===== src/rtl/uart_rx_pkg.sv =====
// uart_rx_pkg: default frame constants and receiver state encoding
package uart_rx_pkg;
    localparam int DEF_DATA_WIDTH = 8;
    localparam int DEF_CLKS_PER_BIT = 1085;
    typedef enum logic [1:0] {IDLE = 2'd0, START = 2'd1, DATA = 2'd2, STOP = 2'd3} rx_state_t;
endpackage


===== src/rtl/uart_rx_if.sv =====
// uart_rx_if: receiver enable and serial line in, received byte and status out
interface uart_rx_if import uart_rx_pkg::*; #(parameter int DATA_WIDTH = DEF_DATA_WIDTH);
    logic i_rx_en;
    logic i_rx_serial;
    logic [DATA_WIDTH-1:0] o_rx_byte;
    logic o_rx_dv;
    logic o_rx_busy;
    logic o_frame_err;
    modport master (output i_rx_en, i_rx_serial, input o_rx_byte, o_rx_dv, o_rx_busy, o_frame_err);
    modport slave (input i_rx_en, i_rx_serial, output o_rx_byte, o_rx_dv, o_rx_busy, o_frame_err);
endinterface


===== src/rtl/uart_rx_sync.sv =====
// uart_rx_sync: 2-FF synchronizer whose flops reset to RESET_VAL
module uart_rx_sync #(
    parameter int WIDTH = 1,
    parameter logic [WIDTH-1:0] RESET_VAL = '1
) (
    input logic clk,
    input logic rst_n,
    input logic [WIDTH-1:0] d,
    output logic [WIDTH-1:0] q
);
    logic [WIDTH-1:0] meta;
    always_ff @(posedge clk) begin
        if (!rst_n) begin
            meta <= RESET_VAL;
            q <= RESET_VAL;
        end else begin
            meta <= d;
            q <= meta;
        end
    end
endmodule


===== src/rtl/uart_rx.sv =====
// uart_rx: 8N1 receiver, mid-bit sampling, one-cycle dv / framing-error pulses
module uart_rx import uart_rx_pkg::*; #(
    parameter int CLKS_PER_BIT = DEF_CLKS_PER_BIT,
    parameter int DATA_WIDTH = DEF_DATA_WIDTH
) (
    input logic sysclk,
    input logic i_rst_n,
    uart_rx_if.slave bus
);
    localparam int CW = $clog2(CLKS_PER_BIT);
    localparam int IW = $clog2(DATA_WIDTH);
    localparam logic [CW-1:0] FULL = CW'(CLKS_PER_BIT - 1);
    localparam logic [CW-1:0] HALF = CW'((CLKS_PER_BIT - 1) / 2);
    localparam logic [IW-1:0] LAST = IW'(DATA_WIDTH - 1);
    rx_state_t state, state_n;
    logic [CW-1:0] cnt, cnt_n;
    logic [IW-1:0] idx, idx_n;
    logic [DATA_WIDTH-1:0] shift, shift_n, data, data_n;
    logic dv, dv_n, err, err_n, armed, armed_n, rx_s;
    logic [1:0] primed;
    uart_rx_sync #(.WIDTH(1), .RESET_VAL(1'b1)) u_sync (
        .clk(sysclk), .rst_n(i_rst_n), .d(bus.i_rx_serial), .q(rx_s)
    );
    always_ff @(posedge sysclk) begin
        if (!i_rst_n) begin
            state <= IDLE;
            cnt <= '0;
            idx <= '0;
            shift <= '0;
            data <= '0;
            dv <= 1'b0;
            err <= 1'b0;
            armed <= 1'b0;
            primed <= '0;
        end else begin
            state <= state_n;
            cnt <= cnt_n;
            idx <= idx_n;
            shift <= shift_n;
            data <= data_n;
            dv <= dv_n;
            err <= err_n;
            armed <= armed_n;
            primed <= {primed[0], 1'b1};
        end
    end
    // The synchronizer's reset-high flops are not real line samples, so arming waits until they have flushed
    always_comb begin
        state_n = state;
        cnt_n = cnt + 1'b1;
        idx_n = idx;
        shift_n = shift;
        data_n = data;
        dv_n = 1'b0;
        err_n = 1'b0;
        armed_n = armed | (state == IDLE && rx_s && primed[1]);
        if (state != IDLE && !bus.i_rx_en) begin
            state_n = IDLE;
            cnt_n = '0;
        end else begin
            case (state)
                IDLE: begin
                    cnt_n = '0;
                    if (bus.i_rx_en && armed && !rx_s) begin
                        state_n = START;
                        armed_n = 1'b0;
                    end
                end
                START: if (cnt == HALF) begin
                    cnt_n = '0;
                    idx_n = '0;
                    state_n = rx_s ? IDLE : DATA;
                end
                DATA: if (cnt == FULL) begin
                    cnt_n = '0;
                    shift_n[idx] = rx_s;
                    idx_n = idx + 1'b1;
                    state_n = (idx == LAST) ? STOP : DATA;
                end
                STOP: if (cnt == FULL) begin
                    cnt_n = '0;
                    state_n = IDLE;
                    dv_n = rx_s;
                    err_n = !rx_s;
                    data_n = rx_s ? shift : data;
                end
            endcase
        end
    end
    assign bus.o_rx_byte = data;
    assign bus.o_rx_dv = dv;
    assign bus.o_frame_err = err;
    assign bus.o_rx_busy = (state != IDLE);
endmodule


===== src/flat_wrapper.sv =====
// flat-port wrapper written by rule: the top's interface ports become plain ports
module uart_rx_flat import uart_rx_pkg::*;
#(
    parameter int CLKS_PER_BIT = DEF_CLKS_PER_BIT,
    parameter int DATA_WIDTH = DEF_DATA_WIDTH
)
  (sysclk, i_rst_n, bus_i_rx_en, bus_i_rx_serial, bus_o_rx_byte, bus_o_rx_dv, bus_o_rx_busy, bus_o_frame_err);
  uart_rx_if #(.DATA_WIDTH(DATA_WIDTH)) bus_i ();
  input logic sysclk;
  input logic i_rst_n;
  input wire logic [$bits(bus_i.i_rx_en)-1:0] bus_i_rx_en;
  input wire logic [$bits(bus_i.i_rx_serial)-1:0] bus_i_rx_serial;
  output wire logic [$bits(bus_i.o_rx_byte)-1:0] bus_o_rx_byte;
  output wire logic [$bits(bus_i.o_rx_dv)-1:0] bus_o_rx_dv;
  output wire logic [$bits(bus_i.o_rx_busy)-1:0] bus_o_rx_busy;
  output wire logic [$bits(bus_i.o_frame_err)-1:0] bus_o_frame_err;
  assign bus_i.i_rx_en = bus_i_rx_en;
  assign bus_i.i_rx_serial = bus_i_rx_serial;
  assign bus_o_rx_byte = bus_i.o_rx_byte;
  assign bus_o_rx_dv = bus_i.o_rx_dv;
  assign bus_o_rx_busy = bus_i.o_rx_busy;
  assign bus_o_frame_err = bus_i.o_frame_err;
  uart_rx #(.CLKS_PER_BIT(CLKS_PER_BIT), .DATA_WIDTH(DATA_WIDTH)) u_core (.sysclk(sysclk), .i_rst_n(i_rst_n), .bus(bus_i));
endmodule

===== config.mk =====
export PLATFORM = sky130hd
export DESIGN_NAME = uart_rx_flat
export DESIGN_NICKNAME = d
export VERILOG_FILES = /design/src/rtl/uart_rx_pkg.sv /design/src/rtl/uart_rx_if.sv /design/src/rtl/uart_rx_sync.sv /design/src/rtl/uart_rx.sv /design/src/flat_wrapper.sv
export SDC_FILE = /design/constraint.sdc
export NUM_CORES = 1
export LEC_CHECK = 0
export CAP_MARGIN = 20
export CORE_MARGIN = 5
export CORE_UTILIZATION = 51
export DETAILED_ROUTE_END_ITERATION = 7
export PLACE_DENSITY = 0.71
export SETUP_SLACK_MARGIN = 0.15
export SLEW_MARGIN = 30
export SYNTH_ARGS = -nofsm -noshare
export SYNTH_HDL_FRONTEND = slang
export SYNTH_SLANG_ARGS = --single-unit
export TNS_END_PERCENT = 5

===== constraint.sdc =====
create_clock -name sysclk -period 4.3 [get_ports sysclk]
set_input_delay 1.075 -clock sysclk [delete_from_list [all_inputs] [get_ports sysclk]]
set_output_delay 1.075 -clock sysclk [all_outputs]
set_load 0.05 [all_outputs]

# Word level (Yosys, flattened, before mapping)
# Index checks and enable logic that the tools add are counted.
# classes
addsub	2
muxes	20
n_reduce_logical	18
eq_ne	10
bitwise	5
magnitude_cmp	2
# ops
cell	n
$pmux 11 s3	1
$mux 11	2
$reduce_and 4->1	3
$add 11x1->11 const B	1
$eq 11x10->1 const B	1
$eq 11x11->1 const B	1
$mux 2	5
$bwmux 8	1
$pmux 2 s4	1
$logic_and 1x1->1	6
$mux 1	6
$mux 3	2
$ne 2x1->1 const B	3
$pmux 3 s2	1
$eq 2x2->1 const B	2
$lt 3x4->1 const B	1
$not 1->1	4
$reduce_bool 2->1	2
$reduce_or 2->1	2
$reduce_or 4->1	1
$add 3x1->3 const B	1
$demux 1 s3	1
$eq 3x3->1 const B	1
$ge 3x1->1 const B	1
other kinds (6)	7
# word_totals
word_cells	69
output_inout_bits	11
register_bits	39
in_bits	4

# Depth between registers and ports, before layout
# depth
word_depth	7
depth_mapped	7
mapped_depth_nobuf	6

# Cells and area by module
# From an unflattened synthesis, not the netlist that was laid out.
# unflattened
cells_unflattened	211
hier_area_um2	1814.2
# by_module_without_submodules
mod	area_per_inst_um2	cells_per_inst	n_inst	seq_area_each_um2
uart_rx	1761.7	207	1	740.7
uart_rx_sync	52.6	4	1	40.0

# Worst setup path before layout
# No wires, ideal clock.
# synth_path
path_type	input to register
startpoint	input port bus_i_rx_en
endpoint	register u_core.data[0], in the netlist u_core.bus.o_rx_byte[0]
path_stages	5
required_time_ns	4.181
setup_slack_ns	2.203
n_path_buf	1
arrival_ns	1.979
setup_time_ns	0.119
cell_sequence	nor2_1 or4_1 buf_2 o21ai_1 a21boi_1
# synth_via
elab_chain_len	4
# synth_rtl
item	line_no	rtl
start: declaration	flat_wrapper.sv:11	input wire logic [$bits(bus_i.i_rx_en)-1:0] bus_i_rx_en;
$logic_not 1->1	uart_rx.sv:57	if (state != IDLE && !bus.i_rx_en) begin
$logic_and 1x1->1	uart_rx.sv:57	
$not 1->1 (no source line)	--	
$reduce_and 4->1 (no source line)	--	
end signal: assignment	uart_rx.sv:40	data <= data_n;
end: declaration	uart_rx.sv:18	logic [DATA_WIDTH-1:0] shift, shift_n, data, data_n;
# No other way between the ends.
# A chain may end at the register's enable or synchronous reset.

# Worst setup path in the final report
# layout_path
startpoint	register u_core.state[0]
endpoint	output port bus_o_rx_busy
# layout_via
elab_chain_len	1
# layout_rtl
item	line_no	rtl
start: declaration	uart_rx.sv:15	rx_state_t state, state_n;
start signal: assignment	uart_rx.sv:36	state <= state_n;
$reduce_bool 2->1	uart_rx.sv:93	assign bus.o_rx_busy = (state != IDLE);
end: declaration	flat_wrapper.sv:15	output wire logic [$bits(bus_i.o_rx_busy)-1:0] bus_o_rx_busy;
# No other way between the ends.

==> results.sh <==
export IMPL_outcome="completed"
export IMPL_worstSetupPathType="reg2out"
export IMPL_worst_slew_pin_slew_ns=0.881
export IMPL_r2r_end="u_core.shift[4]"
export IMPL_initial_core_util_pct=51.7
export IMPL_synth_most_common_cell="dfxtp_1"
export IMPL_dp_slack_ns=1.26
export IMPL_drc_errors=0
export IMPL_syn_nets=212
export IMPL_die_w_um=70.4
export IMPL_core_area_um2=3610
export IMPL_hp_class="reg2reg"
export IMPL_port_buffers=14
export IMPL_max_slew_margin_rel_pct=40.8
export IMPL_grt_pass1_vias=1365
export IMPL_timing_final_crit_share_pct=70.5
export IMPL_yosys_warnings=0
export IMPL_synth_cell_types=45
export IMPL_rows=22
export IMPL_fp_dieArea_um2=4960
export IMPL_cts_sinks=39
export IMPL_worstRegToRegCells=6
export IMPL_seq_area_frac_synth_pct=41.9
export IMPL_cts_tree="yes"
export IMPL_synth_top_flop_cell="dfxtp_1"
export IMPL_diodes=0
export IMPL_cts_resized_gates=0
export IMPL_yosysTopAreaCell="dfxtp_1"
export IMPL_fin_cells=259
export IMPL_max_freq_mhz=330
export IMPL_finalSetupTns_ns=0
export IMPL_dp_hpwl_mm=2.55
export IMPL_r2r_slack_ns=2.06
export IMPL_post_cts_buffers=0
export IMPL_p_total_uw=731
export IMPL_yosys_top_cells_count="39 x dfxtp_1, 18 x nand2_1, 16 x nand3_1"
export IMPL_place_congestion=0.753
export IMPL_end_kind="primary output"
export IMPL_holdPathEnd="u_core.u_sync.q"
export IMPL_leakage_uw=0.000798
export IMPL_via_per_inst=5.61
export IMPL_wirelength_mm=3.43
export IMPL_drt_iter0_drc=95
export IMPL_pin_count=15
export IMPL_grt_max_degree=31
export IMPL_grt_pass1_wl_mm=5.87
export IMPL_finClkSkew_ns=0.00525
export IMPL_rsz0062_at_grt="false"
export IMPL_final_layout_size_suffix_gt1_share_pct=8.53
export IMPL_finalHoldViolCount=0
export IMPL_syn_cell_area_um2=1860
export IMPL_min_path_cells=1
export IMPL_area_delta_synth_final_pct=14.3
export IMPL_yosys_area_top_type_share_pct=41.9
export IMPL_antenna_left=0
export IMPL_cp_max_fo=6
export IMPL_nNetsFinal=224
export IMPL_ir_drop_mv=0.188
export IMPL_cts_path_max_buffers=2
export IMPL_hold_path_startpoint="u_core.u_sync.meta"
export IMPL_critPathLaunchType="flip-flop"
export IMPL_first_pass_iters=4
export IMPL_clockRootBuffer="clkbuf_8"
export IMPL_numCtsBuffers=5
export IMPL_max_cap_violations=0
export IMPL_wire_per_inst_um=13.2
export IMPL_cts_hold_buf=0
export IMPL_antenna_found_initial=0
export IMPL_placed_cells=251
export IMPL_cp_arrival_ns=1.95
export IMPL_globalRouteTotalUtil_pct=14.7
export IMPL_drv_slew=0
export IMPL_setup_violations=0
export IMPL_required_ns=3.22
export IMPL_r2r_start="u_core.state[0]"
export IMPL_synth_seq_cells=39
export IMPL_power_density_nw_per_um2=343
export IMPL_htreeDepth=2
export IMPL_period_minus_slack_ns=3.03
export IMPL_grt_overflow=0
export IMPL_synth_edf_count=0
export IMPL_vias=1453
export IMPL_synthTopCellsByArea="dfxtp_1 42%, ha_1 6.7%, mux2i_1 5.9%, nand3_1 4.3%, nand2_1 3.6%"
export IMPL_die_y_um=70.4
export IMPL_fillers=319
export IMPL_syn_avg_cell_area_um2=9.41
export IMPL_worst_slack_ns=1.27
export IMPL_clk_latency_ns=0.29
export IMPL_synth_async_sr_flop_share_pct=0
export IMPL_netlist_instances=198
export IMPL_clk_pin_slew_ns=0.07
==> cell type report <==
cell class / count / area [µm²] / area share (%)
clock buffer: 6 / 82.6 / 3.88
timing repair buffer: 15 / 148 / 6.93
clock inverter: 2 / 35.0 / 1.65
inverter: 6 / 22.5 / 1.06
sequential: 39 / 781 / 36.7
tap: 48 / 60.1 / 2.82
multi-input combinational: 143 / 1000 / 47.0
==> worst max path at each step <==
stage                                    endpoint  cells past startpoint            start
after floorplan           u_core.bus.o_rx_byte[0]                      5      bus_i_rx_en
after global placement            u_core.shift[2]                      5      bus_i_rx_en
after detailed placement          u_core.shift[4]                      5      bus_i_rx_en
after CTS                           bus_o_rx_busy                      4  u_core.state[0]
after global routing                bus_o_rx_busy                      4  u_core.state[0]
final                               bus_o_rx_busy                      4  u_core.state[0]
==> placed cells by master, fill, tap and decap left out, drive strengths merged, types with 3 or more instances in the layout <==
cell           instances
xor2                   4
nand4                  5
nand4b                 5
o21ai                 11
nand3                 18
and3                   4
nor2b                  3
inv                    6
dfxtp                 39
nor3                   3
nor2                  15
nand2                 18
clkdlybuf4s50         14
ha                    10
a21boi                 8
clkbuf                 6
mux2i                 11
xnor2                  4
==> cell families (layout without fill, tap and decap cells) <==
logic type | after synthesis | in the layout | share of synthesized area [%]
flops | 39 | 39 | 41.9
simple gates | 85 | 85 | 26.0
compound gates | 28 | 28 | 10.7
mux | 12 | 12 | 6.51
fa+ha+maj | 10 | 10 | 6.72
xor+xnor | 8 | 8 | 3.76
buf+inv | 16 | 29 | 4.36
==> critical path, cell delays in order (launching register included) <==
cell and delay (ns):
dfxtp_1 0.41, inv_1 0.12, ha_1 0.27, inv_1 0.07, clkdlybuf4s50_1 0.79
==> per-layer routing <==
metal  GRT usage [%]  wire length, µm
met5               0                0
met4            6.81               76
met3            5.04              176
met2            26.2             1740
met1            15.2             1430
==> per-stage QoR <==
step	hold WS, ns	cell area, µm²	utilization (%)
final	0.406	2130	59.1
after global placement	0.391	2010	55.8
after CTS	0.405	2130	59.1
after detailed placement	0.393	2010	55.8
after global routing	0.439	2130	59.1
after floorplan	0.386	1860	-
==> report_power, final <==
part / internal (µW) / switching, µW
combinational: 21.0 / 30.1
clock: 188 / 123
sequential: 366 / 4.31
total: 574 / 157
==> registers in the layout, summed over array words and instances (netlist names), named ones only <==
name and cells:
u_core.cnt 11, u_core.u_sync.q 1, u_core.bus.o_frame_err 1, u_core.bus.o_rx_byte 8, u_core.shift 8, u_core.armed 1, u_core.idx 3, u_core.state 1
u_core.bus.o_rx_dv 1, u_core.primed 2, u_core.u_sync.meta 1
Note: power is estimated with default switching activity, not from simulation.
